`src/rtl/axi4_arch_drop_sender.sv`:
```
// AR channel stage of the remapping block.
// Incoming AR requests are queued while the translation lookup resolves.
// Each decision then either forwards the head request with its translated
// address, or drops it with a one-cycle trans_drop pulse toward the
// read-response sender.
module axi4_arch_drop_sender #(
    parameter int C_AXI_ADDR_WIDTH = 32,
    parameter int C_AXI_ID_WIDTH   = 4,
    parameter int C_AXI_USER_WIDTH = 4,
    parameter int C_PEND_DEPTH     = 4
) (
    input  logic                        axi4_aclk,
    input  logic                        axi4_arstn,
    // slave-side AR
    input  logic [C_AXI_ADDR_WIDTH-1:0] s_axi4_araddr,
    input  logic [C_AXI_ID_WIDTH-1:0]   s_axi4_arid,
    input  logic [7:0]                  s_axi4_arlen,
    input  logic [2:0]                  s_axi4_arsize,
    input  logic [1:0]                  s_axi4_arburst,
    input  logic                        s_axi4_arlock,
    input  logic [3:0]                  s_axi4_arcache,
    input  logic [2:0]                  s_axi4_arprot,
    input  logic [C_AXI_USER_WIDTH-1:0] s_axi4_aruser,
    input  logic                        s_axi4_arvalid,
    output logic                        s_axi4_arready,
    // lookup request
    output logic                        lookup_valid,
    output logic [C_AXI_ADDR_WIDTH-1:0] lookup_addr,
    output logic [C_AXI_ID_WIDTH-1:0]   lookup_id,
    output logic [2:0]                  lookup_prot,
    // translation decision
    input  logic                        rab_valid,
    input  logic                        rab_drop,
    input  logic [C_AXI_ADDR_WIDTH-1:0] rab_addr,
    output logic                        rab_ready,
    // master-side AR
    output logic [C_AXI_ADDR_WIDTH-1:0] m_axi4_araddr,
    output logic [C_AXI_ID_WIDTH-1:0]   m_axi4_arid,
    output logic [7:0]                  m_axi4_arlen,
    output logic [2:0]                  m_axi4_arsize,
    output logic [1:0]                  m_axi4_arburst,
    output logic                        m_axi4_arlock,
    output logic [3:0]                  m_axi4_arcache,
    output logic [2:0]                  m_axi4_arprot,
    output logic [C_AXI_USER_WIDTH-1:0] m_axi4_aruser,
    output logic                        m_axi4_arvalid,
    input  logic                        m_axi4_arready,
    // drop notification
    output logic                        trans_drop,
    output logic [C_AXI_ID_WIDTH-1:0]   trans_id,
    input  logic                        drop_ready,
    output logic [15:0]                 drop_cnt
);

    localparam int PW = $clog2(C_PEND_DEPTH);
    localparam int EW = C_AXI_ID_WIDTH + 8 + 3 + 2 + 1 + 4 + 3 + C_AXI_USER_WIDTH;

    // Pending FIFO: everything but the address, which is replaced by rab_addr
    logic [EW-1:0] mem_q [C_PEND_DEPTH];
    logic [PW:0]   wr_ptr_q, rd_ptr_q;
    logic [EW-1:0] push_entry, head_entry;
    logic          full, empty, push, pop;

    logic [C_AXI_ID_WIDTH-1:0]   h_id;
    logic [7:0]                  h_len;
    logic [2:0]                  h_size;
    logic [1:0]                  h_burst;
    logic                        h_lock;
    logic [3:0]                  h_cache;
    logic [2:0]                  h_prot;
    logic [C_AXI_USER_WIDTH-1:0] h_user;

    // Output register and drop-side state
    logic [C_AXI_ADDR_WIDTH-1:0] araddr_q, araddr_d;
    logic [C_AXI_ID_WIDTH-1:0]   arid_q, arid_d;
    logic [7:0]                  arlen_q, arlen_d;
    logic [2:0]                  arsize_q, arsize_d;
    logic [1:0]                  arburst_q, arburst_d;
    logic                        arlock_q, arlock_d;
    logic [3:0]                  arcache_q, arcache_d;
    logic [2:0]                  arprot_q, arprot_d;
    logic [C_AXI_USER_WIDTH-1:0] aruser_q, aruser_d;
    logic                        arvalid_q, arvalid_d;
    logic                        trans_drop_q, trans_drop_d;
    logic [C_AXI_ID_WIDTH-1:0]   trans_id_q, trans_id_d;
    logic [15:0]                 drop_cnt_q, drop_cnt_d;

    logic out_free, fire, do_accept, do_drop;

    assign full  = (wr_ptr_q[PW] != rd_ptr_q[PW]) && (wr_ptr_q[PW-1:0] == rd_ptr_q[PW-1:0]);
    assign empty = (wr_ptr_q == rd_ptr_q);

    assign s_axi4_arready = ~full;
    assign push           = s_axi4_arvalid & ~full;

    assign lookup_valid = push;
    assign lookup_addr  = s_axi4_araddr;
    assign lookup_id    = s_axi4_arid;
    assign lookup_prot  = s_axi4_arprot;

    assign out_free  = ~arvalid_q | m_axi4_arready;
    assign rab_ready = ~empty & out_free & drop_ready;
    assign fire      = rab_valid & rab_ready;
    assign do_accept = fire & ~rab_drop;
    assign do_drop   = fire & rab_drop;
    assign pop       = fire;

    assign push_entry = {s_axi4_arid, s_axi4_arlen, s_axi4_arsize, s_axi4_arburst,
                         s_axi4_arlock, s_axi4_arcache, s_axi4_arprot, s_axi4_aruser};
    assign head_entry = mem_q[rd_ptr_q[PW-1:0]];
    assign {h_id, h_len, h_size, h_burst, h_lock, h_cache, h_prot, h_user} = head_entry;

    // FIFO storage: written on push, never reset (pointers define validity)
    always_ff @(posedge axi4_aclk) begin
        if (push) begin
            mem_q[wr_ptr_q[PW-1:0]] <= push_entry;
        end
    end

    // FIFO pointers; the extra MSB distinguishes full from empty
    always_ff @(posedge axi4_aclk or negedge axi4_arstn) begin
        if (!axi4_arstn) begin
            wr_ptr_q <= '0;
            rd_ptr_q <= '0;
        end else begin
            if (push) wr_ptr_q <= wr_ptr_q + 1'b1;
            if (pop)  rd_ptr_q <= rd_ptr_q + 1'b1;
        end
    end

    // Next state: accept reloads the output, drop pulses and counts
    always_comb begin
        araddr_d     = araddr_q;
        arid_d       = arid_q;
        arlen_d      = arlen_q;
        arsize_d     = arsize_q;
        arburst_d    = arburst_q;
        arlock_d     = arlock_q;
        arcache_d    = arcache_q;
        arprot_d     = arprot_q;
        aruser_d     = aruser_q;
        arvalid_d    = arvalid_q & ~m_axi4_arready;
        trans_drop_d = do_drop;
        trans_id_d   = trans_id_q;
        drop_cnt_d   = drop_cnt_q;
        if (do_accept) begin
            araddr_d  = rab_addr;
            arid_d    = h_id;
            arlen_d   = h_len;
            arsize_d  = h_size;
            arburst_d = h_burst;
            arlock_d  = h_lock;
            arcache_d = h_cache;
            arprot_d  = h_prot;
            aruser_d  = h_user;
            arvalid_d = 1'b1;
        end
        if (do_drop) begin
            trans_id_d = h_id;
            if (drop_cnt_q != 16'hFFFF) drop_cnt_d = drop_cnt_q + 16'd1;
        end
    end

    // Output and drop registers
    always_ff @(posedge axi4_aclk or negedge axi4_arstn) begin
        if (!axi4_arstn) begin
            araddr_q     <= '0;
            arid_q       <= '0;
            arlen_q      <= '0;
            arsize_q     <= '0;
            arburst_q    <= '0;
            arlock_q     <= 1'b0;
            arcache_q    <= '0;
            arprot_q     <= '0;
            aruser_q     <= '0;
            arvalid_q    <= 1'b0;
            trans_drop_q <= 1'b0;
            trans_id_q   <= '0;
            drop_cnt_q   <= '0;
        end else begin
            araddr_q     <= araddr_d;
            arid_q       <= arid_d;
            arlen_q      <= arlen_d;
            arsize_q     <= arsize_d;
            arburst_q    <= arburst_d;
            arlock_q     <= arlock_d;
            arcache_q    <= arcache_d;
            arprot_q     <= arprot_d;
            aruser_q     <= aruser_d;
            arvalid_q    <= arvalid_d;
            trans_drop_q <= trans_drop_d;
            trans_id_q   <= trans_id_d;
            drop_cnt_q   <= drop_cnt_d;
        end
    end

    assign m_axi4_araddr  = araddr_q;
    assign m_axi4_arid    = arid_q;
    assign m_axi4_arlen   = arlen_q;
    assign m_axi4_arsize  = arsize_q;
    assign m_axi4_arburst = arburst_q;
    assign m_axi4_arlock  = arlock_q;
    assign m_axi4_arcache = arcache_q;
    assign m_axi4_arprot  = arprot_q;
    assign m_axi4_aruser  = aruser_q;
    assign m_axi4_arvalid = arvalid_q;
    assign trans_drop     = trans_drop_q;
    assign trans_id       = trans_id_q;
    assign drop_cnt       = drop_cnt_q;

endmodule

```
`config.mk`:
```
export PLATFORM = sky130hd
export DESIGN_NAME = axi4_arch_drop_sender
export DESIGN_NICKNAME = d
export VERILOG_FILES = /design/src/rtl/axi4_arch_drop_sender.sv
export SDC_FILE = /design/constraint.sdc
export NUM_CORES = 1
export LEC_CHECK = 0
export CAP_MARGIN = 20
export CORE_MARGIN = 2
export CORE_UTILIZATION = 40
export DETAILED_ROUTE_END_ITERATION = 16
export PLACE_DENSITY = 0.69
export SLEW_MARGIN = 15
export SYNTH_ARGS = -nofsm -noshare
export SYNTH_HDL_FRONTEND = slang
export SYNTH_SLANG_ARGS = --single-unit
```
`constraint.sdc`:
```
create_clock -name axi4_aclk -period 4.1 [get_ports axi4_aclk]
set_input_delay 1.025 -clock axi4_aclk [delete_from_list [all_inputs] [get_ports axi4_aclk]]
set_output_delay 1.025 -clock axi4_aclk [all_outputs]
set_load 0.005 [all_outputs]
```
==> results.json <==
{
  "status": "complete, no violations",
  "die_w_um": 146,
  "synthMuxAreaShare_pct": 17.0,
  "grt_busiest_layer": "met2",
  "crit_slowest_cell": "clkdlybuf4s50_1",
  "place_congestion": 0.831,
  "cts_setup_buffers": 0,
  "synth_edf_count": 116,
  "syn_area_per_cell_um2": 18.0,
  "grt_util_met3_pct": 3.69,
  "nFillCells": 1698,
  "p_leak_uw": 0.00393,
  "synth_area_leaders": "edfxtp_1, dfrtp_1, mux2_1, mux4_2, buf_4",
  "crit_required_ns": 3.07,
  "fin_crit_sh_pct": 82.4,
  "cts_buffers": 22,
  "fmax_mhz": 296,
  "end_kind": "output pin",
  "die_h_um": 146,
  "sw_frac_of_total_pct": 26.5,
  "synth_most_common_cell": "edfxtp_1",
  "max_stage_delay_ns": 0.55,
  "clk_latency_ns": 0.49,
  "fp.dieArea_um2": 21400,
  "yosys.area_share.adder_pct": 0.927,
  "first_pass_iters": 4,
  "crit_path_start_kind": "input pin",
  "p_sw_uw": 1930,
  "synth_nets": 557,
  "final_cells": 875,
  "met2_usage_pct": 25.9,
  "synth_top_area_share_pct": 43.0,
  "wire_per_inst_um": 18.7,
  "grt_pass1_vias": 4774,
  "fin_crit_ns": 3.38,
  "io_pins": 225,
  "numClockSinks": 205,
  "numPortBuffers": 160,
  "grt_use_total_pct": 15.4,
  "ys_seq_elements": 205,
  "pwr-share-seq_pct": 43.2,
  "vias": 4297,
  "antennaDiodeCount": 0,
  "rsz0062_at_grt": "false",
  "synth_flop_cell": "edfxtp_1",
  "syn_inst": 451,
  "skew_ns": 0.0104,
  "clockPowerShare_pct": 26.9,
  "ys_warn_count": 0,
  "cts.clk_slew.worst_paths_ns": 0.05,
  "tightest_slew_ns": 0.890,
  "synthXorXnorAreaFrac_pct": 2.27,
  "drv_cap": 0,
  "crit_type": "in2out",
  "setup_violations": 0,
  "synth_common_cells": "edfxtp_1, dfrtp_1, mux2_1",
  "critical_path_buf_inv_count": 2,
  "cts-resized-gates": 0,
  "synth_compound_area_share_pct": 0.309,
  "p_int_uw": 5350,
  "relSlewSlack_pct": 40.6,
  "grt.overflow.total": 0,
  "whs_ns": 0.481,
  "ant_nets": 0,
  "critPathTopFamily": "buffers and inverters",
  "cts_hold_buffers": 0,
  "route.detailed.drc": 0,
  "critPathMostFrequentCell": "clkdlybuf4s50_1",
  "initial_utilization_pct": 40.4,
  "first_iter_violations": 181,
  "dp_hpwl_mm": 10.5,
  "totalWireLength_mm": 16.3,
  "worstPathArrival_ns": 2.35,
  "core-area_um2": 20000,
  "rows": 52,
  "viasPerCell": 4.91,
  "synth_top_family_by_area": "multiplexers",
  "peakVddDrop_mv": 0.396,
  "syn_area_um2": 8100,
  "p_comb_share_pct": 29.9,
  "fin_tns_setup_ns": 0,
  "total_power_uw": 7290,
  "use_met1_pct": 19.4,
  "yosysTopAreaCell": "edfxtp_1",
  "synthArstFlopShare_pct": 43.4,
  "crit_path_max_fanout": 2,
  "grt_max_degree": 75,
  "hold_violations": 0,
  "hold_class": "reg2reg",
  "seq_area_frac_synth_pct": 70.5,
  "synthSimpleGateAreaFrac_pct": 4.06,
  "drv_slew": 0,
  "htree_levels": 1,
  "power.density_nw_per_um2": 695,
  "cts_tree": "yes",
  "grt_pass1_wl_mm": 25.9,
  "dp_cells": 834,
  "ctsRootBufferMaster": "clkbuf_16",
  "crit_chain": "clkdlybuf4s50_1 > nor2b_1 > a311oi_2 > clkdlybuf4s50_1",
  "syn_to_final_growth_pct": 29.5,
  "synth_cell_types": 32,
  "grt_antenna_before_repair": 0,
  "drive_gt1_share_pct": 14.7,
  "num-nets-final": 695,
  "clock_path_buffers": 3
}
## layout make-up
type,instances,area [um^2],area share [%]
repair buffers,168,1680,16.1
flip-flops and latches,205,5710,54.5
well taps,270,338,3.22
clock buffers,30,632,6.02
clock inverters,10,100,0.954
inverters,7,26.3,0.251
multi-input cells,185,2000,19.0
## sequential cells by signal, summed over array words and instances, names as in the netlist, 4 cells and up
signal,cells
m_axi4_arid,4
m_axi4_arcache,4
mem_q,116
drop_cnt,16
m_axi4_araddr,32
m_axi4_arlen,8
trans_id,4
m_axi4_aruser,4
## worst reg2reg max path: stages (launching register included)
cell and delay, ns:
dfrtp_1 0.43, xnor2_1 0.18, a311oi_2 0.31, buf_4 0.19, and3b_4 0.52, buf_4 0.30, mux2_1 0.35
## cells in the final DEF (no fill, tap or decap), types with 3 or more instances in the layout
cell / Yosys / layout
ha_1: 6 / 6
nand2_1: 19 / 19
and3_2: 0 / 4
mux2_1: 60 / 60
xnor2_1: 10 / 10
nor3_1: 3 / 3
nor4_1: 3 / 3
buf_4: 45 / 7
clkbuf_16: 0 / 23
edfxtp_1: 116 / 116
clkdlybuf4s50_1: 0 / 159
clkbuf_8: 0 / 3
clkbuf_1: 6 / 4
nand3_1: 7 / 7
clkinv_2: 0 / 5
xor2_1: 11 / 11
mux4_2: 29 / 29
dfrtp_1: 89 / 87
mux2_2: 4 / 4
nand4_1: 6 / 6
inv_1: 7 / 7
nor2_1: 7 / 7
## path summary, 6_finish.rpt
check,startpoint,end,slack [ns],cells after the start
setup / recovery,m_axi4_arready,rab_ready,0.72,4
hold / removal,trans_id[0]$_DFFE_PN0P_,trans_id[0]$_DFFE_PN0P_,0.48,2
setup reg to reg,wr_ptr_q[1]$_DFFE_PN0P_,m_axi4_araddr[30]$_DFFE_PN0P_,1.71,6
hold reg to reg,trans_id[0]$_DFFE_PN0P_,trans_id[0]$_DFFE_PN0P_,0.48,2
max in group asynchronous,axi4_arstn,drop_cnt[8]$_DFFE_PN0P_,2.72,3
min in group asynchronous,axi4_arstn,m_axi4_arburst[1]$_DFFE_PN0P_,0.49,1
## metal layers
| layer | vias up | share of wire [%] |
|---|---|---|
| met5 | - | 0 |
| met4 | 0 | 3.5 |
| met3 | 54 | 6.4 |
| met2 | 147 | 48 |
| met1 | 2179 | 42 |
| li1 | 1917 | - |
## cell families (layout without fill, tap and decap cells)
family,Yosys count,after routing
flops,205,205
mux,93,93
simple gates,62,62
xor+xnor,21,21
fa+ha+maj,6,6
buf+inv,61,215
compound gates,3,3
## power groups by stage
stage | logic (uW) | registers (uW) | clock network [uW]
finish | 2180 | 3150 | 1960
global route | 2370 | 3220 | 2100
CTS | 2240 | 3160 | 2010
detailed placement | 2230 | 3190 | 0
global placement | 2180 | 3150 | 0
floorplan | 1060 | 3160 | 0
## through the flow
step	setup slack [ns]	cell area [um^2]	util [%]
after floorplan	1.60	8100	-
after global placement	0.725	9740	48.6
after detailed placement	0.714	9740	48.6
after CTS	0.716	10500	52.2
after global routing	0.639	10500	52.3
final	0.721	10500	52.3
Note: power is estimated with default switching activity, not from simulation.
